<file path="src/rtl/mem_stage_if.sv">
// Execute->memory payload, memory->writeback payload, data-SRAM response and
// decode forwarding bus of the memory stage.
interface mem_stage_if #(
  parameter int unsigned PC_W   = 32,
  parameter int unsigned DEST_W = 5
);
  logic              EM_valid;
  logic              M_allowin;
  logic [PC_W-1:0]   em_pc;
  logic [PC_W-1:0]   em_rf_wdata;
  logic              em_gr_we;
  logic [DEST_W-1:0] em_dest;
  logic [3:0]        em_res_from_mem;
  logic              em_load_unsigned;
  logic              em_mem_req;
  logic [1:0]        em_addr_lo;
  logic              em_ex;
  logic              ex_en;
  logic              W_allowin;
  logic              MW_valid;
  logic [PC_W-1:0]   mw_pc;
  logic [PC_W-1:0]   mw_rf_wdata;
  logic              mw_gr_we;
  logic [DEST_W-1:0] mw_dest;
  logic              mw_ex;
  logic              data_sram_data_ok;
  logic [PC_W-1:0]   data_sram_rdata;
  logic [DEST_W-1:0] md_fwd_dest;
  logic [PC_W-1:0]   md_fwd_data;
  logic              md_fwd_busy;

  modport master (
    output EM_valid, em_pc, em_rf_wdata, em_gr_we, em_dest, em_res_from_mem,
           em_load_unsigned, em_mem_req, em_addr_lo, em_ex, ex_en, W_allowin,
           data_sram_data_ok, data_sram_rdata,
    input  M_allowin, MW_valid, mw_pc, mw_rf_wdata, mw_gr_we, mw_dest, mw_ex,
           md_fwd_dest, md_fwd_data, md_fwd_busy
  );

  modport slave (
    input  EM_valid, em_pc, em_rf_wdata, em_gr_we, em_dest, em_res_from_mem,
           em_load_unsigned, em_mem_req, em_addr_lo, em_ex, ex_en, W_allowin,
           data_sram_data_ok, data_sram_rdata,
    output M_allowin, MW_valid, mw_pc, mw_rf_wdata, mw_gr_we, mw_dest, mw_ex,
           md_fwd_dest, md_fwd_data, md_fwd_busy
  );
endinterface

</file>
<file path="src/rtl/mem_stage.sv">
// Memory-access pipeline stage: waits for owed data-SRAM responses, aligns and
// extends load data, forwards to decode and drops stale responses after a flush.
module mem_stage #(
  parameter int unsigned PC_W   = 32,
  parameter int unsigned DEST_W = 5
) (
  input logic        clk,
  input logic        rstn,
  mem_stage_if.slave bus
);

  typedef enum logic [1:0] {StIdle, StWait, StDone} state_e;

  state_e            state_q, state_d;
  logic              m_valid_q, m_valid_d;
  logic [1:0]        drop_q, drop_d;
  logic [2:0]        drop_sum;
  logic [PC_W-1:0]   pc_q, wdata_q, rbuf_q;
  logic              gr_we_q, uns_q, ex_q;
  logic [DEST_W-1:0] dest_q;
  logic [3:0]        res_q;
  logic [1:0]        lo_q;

  logic              in_wait, bypass, ready_go, allowin, capture, leave;
  logic [PC_W-1:0]   src_word, load_data;
  logic [15:0]       half_raw;

  assign in_wait  = m_valid_q && (state_q == StWait);
  // Response belongs to the current entry only when no stale ones are owed.
  assign bypass   = in_wait && bus.data_sram_data_ok && (drop_q == 2'd0);
  assign ready_go = m_valid_q && ((state_q == StIdle) || (state_q == StDone) || bypass);
  assign allowin  = !m_valid_q || (ready_go && bus.W_allowin);
  assign capture  = bus.EM_valid && allowin && !bus.ex_en;
  assign leave    = ready_go && bus.W_allowin;

  always_comb begin
    state_d   = state_q;
    m_valid_d = m_valid_q;
    if (bus.ex_en) begin
      m_valid_d = 1'b0;
      state_d   = StIdle;
    end else begin
      if (bypass) state_d = StDone;
      if (leave)  state_d = StIdle;
      if (capture) begin
        m_valid_d = 1'b1;
        state_d   = bus.em_mem_req ? StWait : StIdle;
      end else if (allowin) begin
        m_valid_d = 1'b0;
      end
    end
  end

  // A response arriving with a flush in WAIT is consumed by the flushed entry.
  always_comb begin
    drop_sum = {1'b0, drop_q};
    if (bus.ex_en) begin
      drop_sum = drop_sum + 3'(in_wait) + 3'(bus.EM_valid && bus.em_mem_req);
    end
    if (bus.data_sram_data_ok && ((drop_q != 2'd0) || (bus.ex_en && in_wait))) begin
      drop_sum = drop_sum - 3'd1;
    end
    drop_d = (drop_sum > 3'd3) ? 2'd3 : drop_sum[1:0];
  end

  always_ff @(posedge clk or negedge rstn) begin
    if (!rstn) begin
      state_q   <= StIdle;
      m_valid_q <= 1'b0;
      drop_q    <= 2'd0;
      rbuf_q    <= '0;
      pc_q      <= '0;
      wdata_q   <= '0;
      gr_we_q   <= 1'b0;
      dest_q    <= '0;
      res_q     <= 4'd0;
      uns_q     <= 1'b0;
      lo_q      <= 2'd0;
      ex_q      <= 1'b0;
    end else begin
      state_q   <= state_d;
      m_valid_q <= m_valid_d;
      drop_q    <= drop_d;
      if (bypass) rbuf_q <= bus.data_sram_rdata;
      if (capture) begin
        pc_q    <= bus.em_pc;
        wdata_q <= bus.em_rf_wdata;
        gr_we_q <= bus.em_gr_we;
        dest_q  <= bus.em_dest;
        res_q   <= bus.em_res_from_mem;
        uns_q   <= bus.em_load_unsigned;
        lo_q    <= bus.em_addr_lo;
        ex_q    <= bus.em_ex;
      end
    end
  end

  assign src_word = bypass ? bus.data_sram_rdata : rbuf_q;
  assign half_raw = 16'(src_word >> {lo_q, 3'b000});

  always_comb begin
    case (res_q)
      4'b0001: load_data = {{(PC_W-8){!uns_q && half_raw[7]}}, half_raw[7:0]};
      4'b0011: load_data = {{(PC_W-16){!uns_q && half_raw[15]}}, half_raw};
      default: load_data = src_word;
    endcase
  end

  assign bus.M_allowin   = allowin;
  assign bus.MW_valid    = ready_go;
  assign bus.mw_pc       = pc_q;
  assign bus.mw_rf_wdata = (res_q != 4'd0) ? load_data : wdata_q;
  assign bus.mw_gr_we    = gr_we_q && !ex_q;
  assign bus.mw_dest     = dest_q;
  assign bus.mw_ex       = ex_q;
  assign bus.md_fwd_dest = (m_valid_q && gr_we_q && !ex_q) ? dest_q : '0;
  assign bus.md_fwd_data = bus.mw_rf_wdata;
  assign bus.md_fwd_busy = m_valid_q && (res_q != 4'd0) && !ready_go;

endmodule

</file>
<file path="src/flat_wrapper.sv">
// flat-port wrapper written by rule: the top's interface ports become plain ports
module mem_stage_flat 
#(
  parameter int unsigned PC_W   = 32,
  parameter int unsigned DEST_W = 5
)
  (clk, rstn, bus_EM_valid, bus_em_pc, bus_em_rf_wdata, bus_em_gr_we, bus_em_dest, bus_em_res_from_mem, bus_em_load_unsigned, bus_em_mem_req, bus_em_addr_lo, bus_em_ex, bus_ex_en, bus_W_allowin, bus_data_sram_data_ok, bus_data_sram_rdata, bus_M_allowin, bus_MW_valid, bus_mw_pc, bus_mw_rf_wdata, bus_mw_gr_we, bus_mw_dest, bus_mw_ex, bus_md_fwd_dest, bus_md_fwd_data, bus_md_fwd_busy);
  mem_stage_if #(.PC_W(PC_W), .DEST_W(DEST_W)) bus_i ();
  input logic clk;
  input logic rstn;
  input wire logic [$bits(bus_i.EM_valid)-1:0] bus_EM_valid;
  input wire logic [$bits(bus_i.em_pc)-1:0] bus_em_pc;
  input wire logic [$bits(bus_i.em_rf_wdata)-1:0] bus_em_rf_wdata;
  input wire logic [$bits(bus_i.em_gr_we)-1:0] bus_em_gr_we;
  input wire logic [$bits(bus_i.em_dest)-1:0] bus_em_dest;
  input wire logic [$bits(bus_i.em_res_from_mem)-1:0] bus_em_res_from_mem;
  input wire logic [$bits(bus_i.em_load_unsigned)-1:0] bus_em_load_unsigned;
  input wire logic [$bits(bus_i.em_mem_req)-1:0] bus_em_mem_req;
  input wire logic [$bits(bus_i.em_addr_lo)-1:0] bus_em_addr_lo;
  input wire logic [$bits(bus_i.em_ex)-1:0] bus_em_ex;
  input wire logic [$bits(bus_i.ex_en)-1:0] bus_ex_en;
  input wire logic [$bits(bus_i.W_allowin)-1:0] bus_W_allowin;
  input wire logic [$bits(bus_i.data_sram_data_ok)-1:0] bus_data_sram_data_ok;
  input wire logic [$bits(bus_i.data_sram_rdata)-1:0] bus_data_sram_rdata;
  output wire logic [$bits(bus_i.M_allowin)-1:0] bus_M_allowin;
  output wire logic [$bits(bus_i.MW_valid)-1:0] bus_MW_valid;
  output wire logic [$bits(bus_i.mw_pc)-1:0] bus_mw_pc;
  output wire logic [$bits(bus_i.mw_rf_wdata)-1:0] bus_mw_rf_wdata;
  output wire logic [$bits(bus_i.mw_gr_we)-1:0] bus_mw_gr_we;
  output wire logic [$bits(bus_i.mw_dest)-1:0] bus_mw_dest;
  output wire logic [$bits(bus_i.mw_ex)-1:0] bus_mw_ex;
  output wire logic [$bits(bus_i.md_fwd_dest)-1:0] bus_md_fwd_dest;
  output wire logic [$bits(bus_i.md_fwd_data)-1:0] bus_md_fwd_data;
  output wire logic [$bits(bus_i.md_fwd_busy)-1:0] bus_md_fwd_busy;
  assign bus_i.EM_valid = bus_EM_valid;
  assign bus_i.em_pc = bus_em_pc;
  assign bus_i.em_rf_wdata = bus_em_rf_wdata;
  assign bus_i.em_gr_we = bus_em_gr_we;
  assign bus_i.em_dest = bus_em_dest;
  assign bus_i.em_res_from_mem = bus_em_res_from_mem;
  assign bus_i.em_load_unsigned = bus_em_load_unsigned;
  assign bus_i.em_mem_req = bus_em_mem_req;
  assign bus_i.em_addr_lo = bus_em_addr_lo;
  assign bus_i.em_ex = bus_em_ex;
  assign bus_i.ex_en = bus_ex_en;
  assign bus_i.W_allowin = bus_W_allowin;
  assign bus_i.data_sram_data_ok = bus_data_sram_data_ok;
  assign bus_i.data_sram_rdata = bus_data_sram_rdata;
  assign bus_M_allowin = bus_i.M_allowin;
  assign bus_MW_valid = bus_i.MW_valid;
  assign bus_mw_pc = bus_i.mw_pc;
  assign bus_mw_rf_wdata = bus_i.mw_rf_wdata;
  assign bus_mw_gr_we = bus_i.mw_gr_we;
  assign bus_mw_dest = bus_i.mw_dest;
  assign bus_mw_ex = bus_i.mw_ex;
  assign bus_md_fwd_dest = bus_i.md_fwd_dest;
  assign bus_md_fwd_data = bus_i.md_fwd_data;
  assign bus_md_fwd_busy = bus_i.md_fwd_busy;
  mem_stage #(.PC_W(PC_W), .DEST_W(DEST_W)) u_core (.clk(clk), .rstn(rstn), .bus(bus_i));
endmodule
</file>
<file path="config.mk">
export PLATFORM = sky130hd
export DESIGN_NAME = mem_stage_flat
export DESIGN_NICKNAME = d
export VERILOG_FILES = /design/src/rtl/mem_stage_if.sv /design/src/rtl/mem_stage.sv /design/src/flat_wrapper.sv
export SDC_FILE = /design/constraint.sdc
export NUM_CORES = 1
export LEC_CHECK = 0
export ABC_AREA = 1
export BUFFER_PORTS_ARGS = -buffer_cell sky130_fd_sc_hd__buf_2
export CORE_ASPECT_RATIO = 1.25
export CORE_UTILIZATION = 52
export CTS_BUF_LIST = sky130_fd_sc_hd__clkbuf_8
export DETAILED_ROUTE_END_ITERATION = 8
export PLACE_DENSITY_LB_ADDON = 0.3
export SLEW_MARGIN = 15
export SYNTH_ARGS = -nofsm -noshare
export SYNTH_HDL_FRONTEND = slang
export SYNTH_SLANG_ARGS = --single-unit
</file>
<file path="constraint.sdc">
create_clock -name clk -period 3.83 [get_ports clk]
set_clock_uncertainty 0.1 [all_clocks]
set_input_delay 0.5745 -clock clk [delete_from_list [all_inputs] [get_ports clk]]
set_output_delay 0.5745 -clock clk [all_outputs]
set_load 0.1 [all_outputs]
</file>
## Word level (Yosys, flattened, before mapping)

Cells that the tools add are included.

| word-level totals | value |
|---|---|
| bits in writable memories | 0 |
| memories kept | 0 |
| word-level logic and storage cells | 68 |
| flip-flop bits (word level) | 115 |
| input port bits | 117 |
| memory bits (read-only) | 0 |
| latch bits | 0 |
| output and inout bits | 111 |

| cells by class | value |
|---|---|
| $add $sub $neg | 3 |
| divide/modulo/power cells | 0 |
| eq/ne operators | 4 |
| multiplexer cells | 15 |
| reductions and logical operators | 32 |
| bitwise operators | 0 |
| shift operators | 1 |
| magnitude comparators | 1 |
| multiply operators | 0 |

Operator list:

| cell | count |
|---|---|
| 2-to-1 mux 32 bit | 2 |
| case mux 32 bit (2 select lines) | 1 |
| right shift 32 x 5 -> 16 bit | 1 |
| logical AND 1 bit | 17 |
| 2-to-1 mux 2 bit | 5 |
| nonzero test 4 bit | 2 |
| 2-to-1 mux 3 bit | 2 |
| logical NOT 1 bit | 5 |
| 2-to-1 mux 5 bit | 1 |
| equality test 4 x 1 -> 1 bit (second input constant) | 1 |
| equality test 4 x 2 -> 1 bit (second input constant) | 1 |
| logical NOT 2 bit | 2 |
| logical OR 1 bit | 4 |
| 2-to-1 mux 1 bit | 4 |
| adder 2 x 1 -> 3 bit | 1 |
| adder 3 x 1 -> 3 bit | 1 |
| > comparator 3 x 2 -> 1 bit (second input constant) | 1 |
| nonzero test 3 bit | 1 |
| subtractor 3 x 1 -> 3 bit (second input constant) | 1 |
| equality test 2 x 1 -> 1 bit (second input constant) | 1 |
| equality test 2 bit (second input constant) | 1 |
| nonzero test 2 bit | 1 |

## Depth between registers and ports, before layout

Gate-level depths: netlist of run 1.

| depth | value |
|---|---|
| depth in word-level cells | 12 |
| gate-level depth with buffers | 15 |
| mapped depth without buffers | 13 |

## Worst setup path before layout of run 1

OpenSTA, ideal clock, no wires.

| timing | value |
|---|---|
| path kind | input port to output port |
| start point | in bus_data_sram_data_ok |
| end point | out bus_mw_rf_wdata[1] |
| data required time | 3,155 ps |
| arrival | 4,336 ps |
| path slack | -1,180 ps |
| buffers on the path | 3 |
| stages | 11 |
| cells stage by stage | inv_2 nor2_4 nand2_2 buf_2 buf_1 nand2_1 nand2_1 o21ai_0 nor2_1 o21ai_0 buf_4 |

| on the way | value |
|---|---|
| word-level cells in the longest chain between the ends | 6 |

Ends and longest elaborated chain:

| element | RTL line | text |
|---|---|---|
| start, declared | flat_wrapper.sv:23 | `input wire logic [$bits(bus_i.data_sram_data_ok)-1:0] bus_data_sram_data_ok;` |
| logical AND 1 bit (*) (2 in a row) | mem_stage.sv:30 | `assign bypass = in_wait && bus.data_sram_data_ok && (drop_q == 2'd0);` |
| 2-to-1 mux 32 bit (*) | mem_stage.sv:98 | `assign src_word = bypass ? bus.data_sram_rdata : rbuf_q;` |
| right shift 32 x 5 -> 16 bit | mem_stage.sv:99 | `assign half_raw = 16'(src_word >> {lo_q, 3'b000});` |
| case mux 32 bit (2 select lines) (*) | mem_stage.sv:102 | `case (res_q)` |
| 2-to-1 mux 32 bit (*) | mem_stage.sv:112 | `assign bus.mw_rf_wdata = (res_q != 4'd0) ? load_data : wdata_q;` |
| end, declared | flat_wrapper.sv:28 | `output wire logic [$bits(bus_i.mw_rf_wdata)-1:0] bus_mw_rf_wdata;` |

Every way passes the cells marked *; elsewhere a longest branch is shown, timed or not.

## Worst setup path in the final report of run 1

| timing | value |
|---|---|
| start point | reg u_core.m_valid_q |
| end point | out bus_md_fwd_data[12] |

| on the way | value |
|---|---|
| word-level cells in the longest chain between the ends | 8 |

Ends and longest elaborated chain:

| element | RTL line | text |
|---|---|---|
| start, declared | mem_stage.sv:15 | `logic m_valid_q, m_valid_d;` |
| start signal, assigned | mem_stage.sv:82 | `m_valid_q <= m_valid_d;` |
| logical AND 1 bit (*) | mem_stage.sv:28 | `assign in_wait = m_valid_q && (state_q == StWait);` |
| logical AND 1 bit (*) (2 in a row) | mem_stage.sv:30 |  |
| 2-to-1 mux 32 bit (*) | mem_stage.sv:98 |  |
| right shift 32 x 5 -> 16 bit | mem_stage.sv:99 |  |
| logical AND 1 bit | mem_stage.sv:103 | `4'b0001: load_data = {{(PC_W-8){!uns_q && half_raw[7]}}, half_raw[7:0]};` |
| case mux 32 bit (2 select lines) (*) | mem_stage.sv:102 |  |
| 2-to-1 mux 32 bit (*) | mem_stage.sv:112 |  |
| end, declared | flat_wrapper.sv:33 | `output wire logic [$bits(bus_i.md_fwd_data)-1:0] bus_md_fwd_data;` |

Marks and branches as above.

==> impl_summary.log, run 1 <==
[metrics] reg-to-reg critical path startpoint: u_core.m_valid_q
[metrics] count of cells along the worst register-to-register path: 13
[metrics] total chip power: 7300 uW
[metrics] Critical Path Sink Type: primary output
[metrics] maximum number of pins on one net before global-route repair: 89
[metrics] net switching power of the design: 3910 uW
[metrics] Crit-path slowest cell: dfrtp_1
[metrics] pins over their slew limit: 0
[metrics] average wire per standard cell: 14.8 um
[metrics] kind of start point of the critical path: flop
[metrics] Num Clock Sinks: 115
[metrics] global-route total usage across every layer: 31.2%
[metrics] unrepaired setup endpoints after global routing: no
[metrics] combinational share of power: 62.0%
[metrics] Antenna Nets Post-Route: 0
[metrics] gate family responsible for the most delay along the worst path: simple AND/OR/NAND/NOR gates
[metrics] global placer's final weighted congestion: 0.918
[metrics] core area: 11800 um^2
[metrics] worst min-delay path category: in -> async
[metrics] total half-perimeter wirelength after legalization and detailed placement: 13800 um
[metrics] quantity of hold-fixing buffers added after cts: 0
[metrics] synthesis warning total: 0
[metrics] CTS H-tree depth: 4
[metrics] number of different library cells in the post-synthesis netlist: 33
[metrics] height of the chip: 126 um
[metrics] highest fanout seen on the critical path: 22
[metrics] average size of a mapped cell: 7.10 um^2
[metrics] internal power: 3390 uW
[metrics] total power per unit cell area: 826 nW/um^2
[metrics] Seq pwr share: 21.8%
[metrics] clk buf depth: 2
[metrics] cells along the critical path: nand2_1, nor2_2, buf_4, nand2_2, nand2_1, nand3_1, nand3_1, nand3_1, buf_4, nand3_1, nand2_1, nand2_1, buf_12
[metrics] count of max-cap constraint violations: 0
[metrics] TritonCTS clock tree: done
[metrics] sum of routed wire length over all layers: 18600 um
[metrics] Clk Latency, worst-skew pair: 430 ps
[metrics] die area: 12700 um^2
[metrics] Multi-input gate area: 2670 um^2
[metrics] actual slew at the worst max-slew pin: 971 ps
[metrics] number of nets in the layout: 1207
[metrics] vias after detailed routing: 6286
[metrics] result of the run: finished, final reports clean
[metrics] number of vias per cell: 4.98
[metrics] Port Buf Inserts: 227
[metrics] commonest non-fill, non-tap cell in the layout: nand2_1
[metrics] Post-Synthesis Cell Area: 6380 um^2
[metrics] ratio of cells with drive above 1 in the final layout: 28.6%
[metrics] min setup slack post-route: 254 ps
[metrics] wire length of the first global-routing pass: 30400 um
[metrics] Setup TNS: 0 ps
[metrics] drt first-iter violations: 352
[metrics] Max Freq: 0.280 GHz
[metrics] horizontal die dimension: 101 um
[metrics] data arrival at the endpoint of the critical path: 2900 ps
[metrics] stage delay of the slowest cell on the critical path: 430 ps
[metrics] initial core utilization: 54.1%
[metrics] number of endpoints failing setup at the final stage: 0
[metrics] maximum vdd drop: 641 uV
[metrics] switching share of power: 53.6%
[metrics] endpoint of the worst register-to-register path: u_core.res_q[1]
[metrics] relative slew slack: 35.3%
[metrics] area growth from synthesis to layout: 38.7%
[metrics] required arrival time at the worst endpoint: 3160 ps
[metrics] Worst-path clk slew: 70 ps
[metrics] final hold viol count: 0
[metrics] part of the Yosys area used for sequential elements: 45.1%
[metrics] kind of critical path: reg -> out
[metrics] leakage: 0.00507 uW
[metrics] GR Overflow Total: 0
[metrics] Pre-Repair DR Iteration Count: 6
[metrics] worst path buffer plus inverter count: 3
[metrics] Storage cell area: 2880 um^2
[metrics] Net Count, Synth: 1018
[metrics] antenna violations before repair: 2
[metrics] Layout fillers: 931
[metrics] Post-Synthesis Cells: 898
[metrics] fraction of the core area covered by cells at the end of the flow: 75.1%
[metrics] flop and latch count out of synthesis: 115
[metrics] number of remaining DRC errors: 0
[metrics] total number of placement rows: 44
[metrics] setup slack on the worst flop-to-flop path: 600 ps
[metrics] via count of the first global-routing pass: 6139
[metrics] cell at the root of the clock tree: clkbuf_8
[metrics] I/O pins: 228
[metrics] clock network fraction of design power: 16.2%
[metrics] most frequent cells in the layout: nand2_1 (374), buf_2 (162), dfrtp_1 (115)
[metrics] shortest clock period the worst path allows after layout: 3580 ps
[metrics] final cycle utilization of the critical path: 93.4%
[metrics] pre-CTS setup slack: 431 ps
[metrics] Num CTS Buffers: 17
[cell type report]
type                            count  share of cell area, %
Multi-Input combinational cell    594                   30.1
Clock inverter                     15                   2.07
Sequential cell                   115                   32.5
Timing Repair Buffer              246                   25.5
Tap cell                          161                   2.28
Inverter                          113                   4.81
Antenna cell                        1                 0.0283
Clock buffer                       17                   2.65
[worst max-delay path by stage]
stage          cells past startpoint                  start             endpoint
5_1_grt                           13       u_core.m_valid_q  bus_mw_rf_wdata[11]
2_1_floorplan                     11  bus_data_sram_data_ok   bus_mw_rf_wdata[1]
3_5_place_dp                      14  bus_data_sram_data_ok  bus_mw_rf_wdata[23]
6_report                          13       u_core.m_valid_q  bus_md_fwd_data[12]
4_1_cts                           14       u_core.m_valid_q  bus_mw_rf_wdata[23]
3_3_place_gp                      14  bus_data_sram_data_ok  bus_mw_rf_wdata[30]
[cell families after synthesis]
family | Yosys count | share of synthesized area (%)
DFF | 115 | 45.1
AOI/OAI and AO/OA | 62 | 5.22
adders and majority gates | 3 | 0.706
and+or+nand+nor | 527 | 34.8
xor gates and xnor gates | 2 | 0.275
buffers and inverters | 189 | 13.9
[synthesized netlist by cell type]
| master | instances | share of area [%] |
|---|---|---|
| nor3_1 | 2 | 0.16 |
| or2_0 | 4 | 0.39 |
| inv_2 | 4 | 0.24 |
| nand2_2 | 3 | 0.29 |
| nand3b_1 | 11 | 1.3 |
| o211ai_1 | 2 | 0.24 |
| xnor2_1 | 1 | 0.14 |
| or2_2 | 13 | 1.3 |
| a31oi_1 | 1 | 0.098 |
| o21ai_1 | 2 | 0.16 |
| dfrtp_1 | 115 | 45 |
| nand2_1 | 375 | 22 |
| nor2_1 | 24 | 1.4 |
| fa_1 | 1 | 0.31 |
| o22ai_1 | 6 | 0.59 |
| a21oi_1 | 6 | 0.47 |
| buf_6 | 4 | 0.71 |
| buf_2 | 16 | 1.3 |
| nor4_2 | 1 | 0.20 |
| a21boi_2 | 1 | 0.18 |
| clkinv_1 | 1 | 0.059 |
| buf_4 | 33 | 3.9 |
| o21a_1 | 1 | 0.12 |
| and2_1 | 6 | 0.59 |
| buf_1 | 3 | 0.18 |
| o21ai_0 | 43 | 3.4 |
| nor2_2 | 1 | 0.098 |
| nor2_4 | 2 | 0.35 |
| nand3_1 | 85 | 6.7 |
| xor2_1 | 1 | 0.14 |
| inv_1 | 108 | 6.4 |
| clkbuf_1 | 20 | 1.2 |
| ha_1 | 2 | 0.39 |
[flip-flops by register name, indices dropped and copies added, names as in the netlist]
register	count
u_core.uns_q	1
u_core.m_valid_q	1
u_core.bus.mw_dest	5
u_core.drop_q	2
u_core.rbuf_q	32
u_core.state_q	2
u_core.lo_q	2
u_core.bus.mw_ex	1
u_core.wdata_q	32
u_core.res_q	4
u_core.bus.mw_pc	32
u_core.gr_we_q	1
[stage by stage]
stage	instances	hold WS, ps	instance area, um^2
after floorplan	898	179	6410
after global placement	1229	346	8420
after detailed placement	1229	353	8420
after CTS	1261	188	8840
after global routing	1262	223	8840
final	1262	151	8840
[power by group through the flow]
stage	clock network, uW	registers [uW]	logic [uW]
CTS	1200	1590	4540
global route	1260	1620	4720
finish	1180	1590	4530
global placement	0	1600	4480
detailed placement	0	1600	4520
floorplan	0	2090	2720
[routing by layer]
metal / part of all wire, % / global-route usage, % / vias to the layer above
met5: 0.054 / 0 / -
met4: 2.5 / 11.2 / 2
li1: - / - / 3083
met2: 52 / 54.2 / 262
met3: 7.5 / 7.55 / 34
met1: 38 / 37.2 / 2905
[timing repair]
item,4_1_cts,5_1_grt
buffers inserted,0,0
gates resized for setup,0,1
endpoints found under the setup margin,0,32
Power figures use the tool's default switching activity.
==> run 2, diff against run 1 <==
- ABC_AREA: 1 -> unset
- CORE_UTILIZATION: 52 -> 50
==> run 2 against run 1 <==
Net effect: the run now ends with DRC left; non-clock buffer count shrank 9; global-route usage shrank 5.3 points; cell area fell by 15%; wire length fell by 21%; critical path depth decreased by 5; largest power group unchanged.
==> impl_summary.log, run 2 <==
[metrics] result of the run: complete, but fails checks
[metrics] violated checks: DRC
[metrics] final cycle utilization of the critical path: 95.4% (+2.0 points)
[metrics] cell with the most instances after synthesis: dfrtp_1
[metrics] fraction of the core area covered by cells at the end of the flow: 67.7% (-7.4 points)
[metrics] required arrival time at the worst endpoint: 3160 ps (about the same)
[metrics] most frequent cells in the layout: buf_2 (212), dfrtp_1 (114), mux2_2 (98)
[metrics] global-route total usage across every layer: 25.9% (-5.3 points)
[metrics] total half-perimeter wirelength after legalization and detailed placement: 10900 um (-21%)
[metrics] Main synth FF type: dfrtp_1
[metrics] antenna violations before repair: 0 (-2)
[metrics] count of max-cap constraint violations: 0 (unchanged)
[metrics] internal power: 2800 uW (-17%)
[metrics] Port Buf Inserts: 227 (unchanged)
[metrics] Num Clock Sinks: 115 (unchanged)
[metrics] highest fanout seen on the critical path: 22 (unchanged)
[metrics] data arrival at the endpoint of the critical path: 2980 ps (+80 ps)
[metrics] number of endpoints failing setup at the final stage: 0 (unchanged)
[metrics] count of cells along the worst register-to-register path: 7 (-6)
[metrics] Post-Synthesis Cells: 485 (-46%)
[metrics] setup slack on the worst flop-to-flop path: 1210 ps (+610 ps)
[metrics] number of nets in the layout: 801 (-34%)
[metrics] number of different library cells in the post-synthesis netlist: 42 (+27%)
[metrics] kind of critical path: reg -> out
[metrics] post-placement cell count: 797 (-35%)
[metrics] launching instance or port of the critical path: u_core.drop_q[1]
[metrics] GR Overflow Total: 0 (unchanged)
[metrics] actual slew at the worst max-slew pin: 762 ps (-209 ps)
[metrics] synthesis warning total: 0 (unchanged)
[metrics] worst min-delay path category: in -> async
[metrics] cell at the root of the clock tree: clkbuf_8
[metrics] area of placed instances: 7180 um^2 (-15%)
[metrics] average size of a mapped cell: 11.8 um^2 (+67%)
[metrics] total number of placement rows: 43 (-2.3%)
[metrics] ratio of cells with drive above 1 in the final layout: 57.9% (+29 points)
[metrics] total chip power: 6230 uW (-15%)
[metrics] initial core utilization: 51.5% (-2.6 points)
[metrics] switching share of power: 55.0% (+1.4 points)
[metrics] endpoint of the worst register-to-register path: u_core.wdata_q[16]
[metrics] final hold viol count: 0 (unchanged)
[metrics] Pre-Repair DR Iteration Count: 6 (unchanged)
[metrics] total power per unit cell area: 827 nW/um^2 (+0.13%)
[metrics] shortest clock period the worst path allows after layout: 3650 ps (+77.1 ps)
[metrics] net switching power of the design: 3430 uW (-12%)
[metrics] sum of routed wire length over all layers: 14700 um (-21%)
[metrics] part of the Yosys area used for sequential elements: 50.2% (+5.0 points)
[metrics] Critical Path Sink Type: primary output
[metrics] average wire per standard cell: 17.9 um (+21%)
[metrics] commonest non-fill, non-tap cell in the layout: buf_2
[metrics] Num CTS Buffers: 17 (unchanged)
[metrics] global placer's final weighted congestion: 0.794 (-14%)
[metrics] horizontal die dimension: 97.8 um (-3.2%)
[metrics] Antenna Nets Post-Route: 0 (unchanged)
[metrics] core area: 11100 um^2 (-5.5%)
[metrics] vias after detailed routing: 4523 (-28%)
[metrics] reg-to-reg critical path startpoint: u_core.drop_q[1]
[metrics] wire length of the first global-routing pass: 23500 um (-23%)
[metrics] number of cells in the finished layout apart from fillers: 826 (-35%)
[metrics] biggest area contributors in the synthesized netlist: dfrtp_1 (50%), mux2_2 (19%), buf_4 (4.6%)
[metrics] leakage: 0.00369 uW (-27%)
[metrics] Max Freq: 0.274 GHz (-2.1%)
[metrics] final design instance area without fill: 7540 um^2 (-15%)
[metrics] I/O pins: 228 (unchanged)
[metrics] Worst-path clk slew: 60 ps (about the same)
[metrics] flop and latch count out of synthesis: 115 (unchanged)
[metrics] pins over their slew limit: 0 (unchanged)
[metrics] TritonCTS clock tree: done
[metrics] antenna fix cells: 0 (-1)
[metrics] Seq pwr share: 25.4% (+3.6 points)
[metrics] Clk Latency, worst-skew pair: 430 ps (about the same)
[metrics] EDFF count, synth: 0 (unchanged)
[metrics] maximum vdd drop: 620 uV (-3.3%)
[metrics] via count of the first global-routing pass: 4549 (-26%)
[metrics] relative slew slack: 49.2% (+14 points)
[metrics] combinational share of power: 58.1% (-3.9 points)
[metrics] area share of the largest cell type after synthesis: 50.2% (+5.0 points)
[metrics] post-synthesis cell type with the largest combined area: dfrtp_1
[metrics] clock network fraction of design power: 16.5% (+0.3 points)
[metrics] number of vias per cell: 5.48 (+9.9%)
[metrics] CTS H-tree depth: 4 (unchanged)
[metrics] clk buf depth: 2 (unchanged)
[metrics] commonest cells in the synthesized netlist: dfrtp_1 (115), mux2_2 (98), a21oi_1 (49)
[metrics] Net Count, Synth: 605 (-41%)
[metrics] count of instances resized after the clock tree is built: 0 (unchanged)
[metrics] kind of start point of the critical path: flop
[metrics] Post-Synthesis Cell Area: 5740 um^2 (-10%)
[metrics] number of remaining DRC errors: 26 (+26)
[metrics] fraction of registers with async set or reset after synthesis: 100% (unchanged)
[metrics] height of the chip: 122 um (-3.2%)
[metrics] buffer count from post-CTS setup fixing: 0 (unchanged)
[metrics] maximum number of pins on one net before global-route repair: 75 (-16%)
[metrics] die area: 11900 um^2 (-6.3%)
[metrics] unrepaired setup endpoints after global routing: no
[metrics] quantity of hold-fixing buffers added after cts: 0 (unchanged)
[metrics] drt first-iter violations: 294 (-16%)
[metrics] area growth from synthesis to layout: 31.4%
==> run 2: cell count changes in the layout (fill, tap and decap cells not counted), moves of 11 or more <==
cell,change
a21oi_1,+27
a21oi_4,+17
buf_12,-47
buf_2,+50
buf_4,-12
inv_1,-103
mux2_2,+98
nand2_1,-356
nand3_1,-83
nand3b_1,-11
nor2_1,+19
o21ai_0,-30
or2_2,-13
==> run 2: through the flow <==
step / hold slack [ps] / worst slack [ps] / TNS [ps]
final: 102 / 177 / 0
after global routing: 155 / 30.4 / 0
after CTS: 126 / 22.5 / 0
after detailed placement: 371 / 419 / 0
after global placement: 361 / 497 / 0
after floorplan: 179 / -566 / -3550
==> run 2: power by group through the flow <==
stage | registers (uW) | clock network [uW] | logic, uW
global placement | 1590 | 0 | 3600
CTS | 1590 | 1050 | 3630
floorplan | 2100 | 0 | 2600
detailed placement | 1610 | 0 | 3630
global route | 1620 | 1100 | 3750
finish | 1590 | 1030 | 3620
==> run 2: area by class of cell <==
type                            count  area (um^2)
Clock inverter                      8         62.6
Tap cell                          135          169
Clock buffer                       21          289
Multi-Input combinational cell    306         2650
Fill cell                         856         3600
Sequential cell                   115         2880
Timing Repair Buffer              237         1470
Inverter                            4         15.0
==> run 2: worst max path at each step <==
stage / to / cells after the start
global placement: bus_mw_rf_wdata[1] / 9
CTS: bus_mw_rf_wdata[3] / 8
finish: bus_mw_rf_wdata[3] / 8
global route: bus_mw_rf_wdata[3] / 8
detailed placement: bus_mw_rf_wdata[3] / 9
floorplan: bus_mw_rf_wdata[16] / 7
==> run 2: critical path, stage by stage (launching register included) <==
cell and delay, ps:
dfrtp_1 420, nor3b_2 330, and2_4 320, buf_12 200, mux2_2 420, o21ai_0 200, o211ai_1 130, a22o_1 230
buf_2 290
==> run 2: cell families (layout without fill, tap and decap cells) <==
kind of cell | Yosys count | in the layout | share of synthesized area [%]
flip-flops | 115 | 115 | 50.2
AO/OA/AOI/OAI | 98 | 98 | 10.5
buffers and inverters | 64 | 270 | 7.29
multiplexers | 120 | 120 | 24.0
AND/OR/NAND/NOR | 84 | 84 | 7.07
XOR/XNOR | 1 | 1 | 0.153
adder cells (fa/ha/maj) | 3 | 3 | 0.785
==> run 2: per-layer routing <==
metal  part of all wire [%]  vias to the layer above  routed length, um  GRT usage (%)
li1                       -                     2092                  -              -
met1                     41                     2225               6050           32.3
met2                     50                      180               7440           43.3
met3                    6.1                       26                905           6.66
met4                    2.4                        0                348           10.3
met5                      0                        -                  0              0
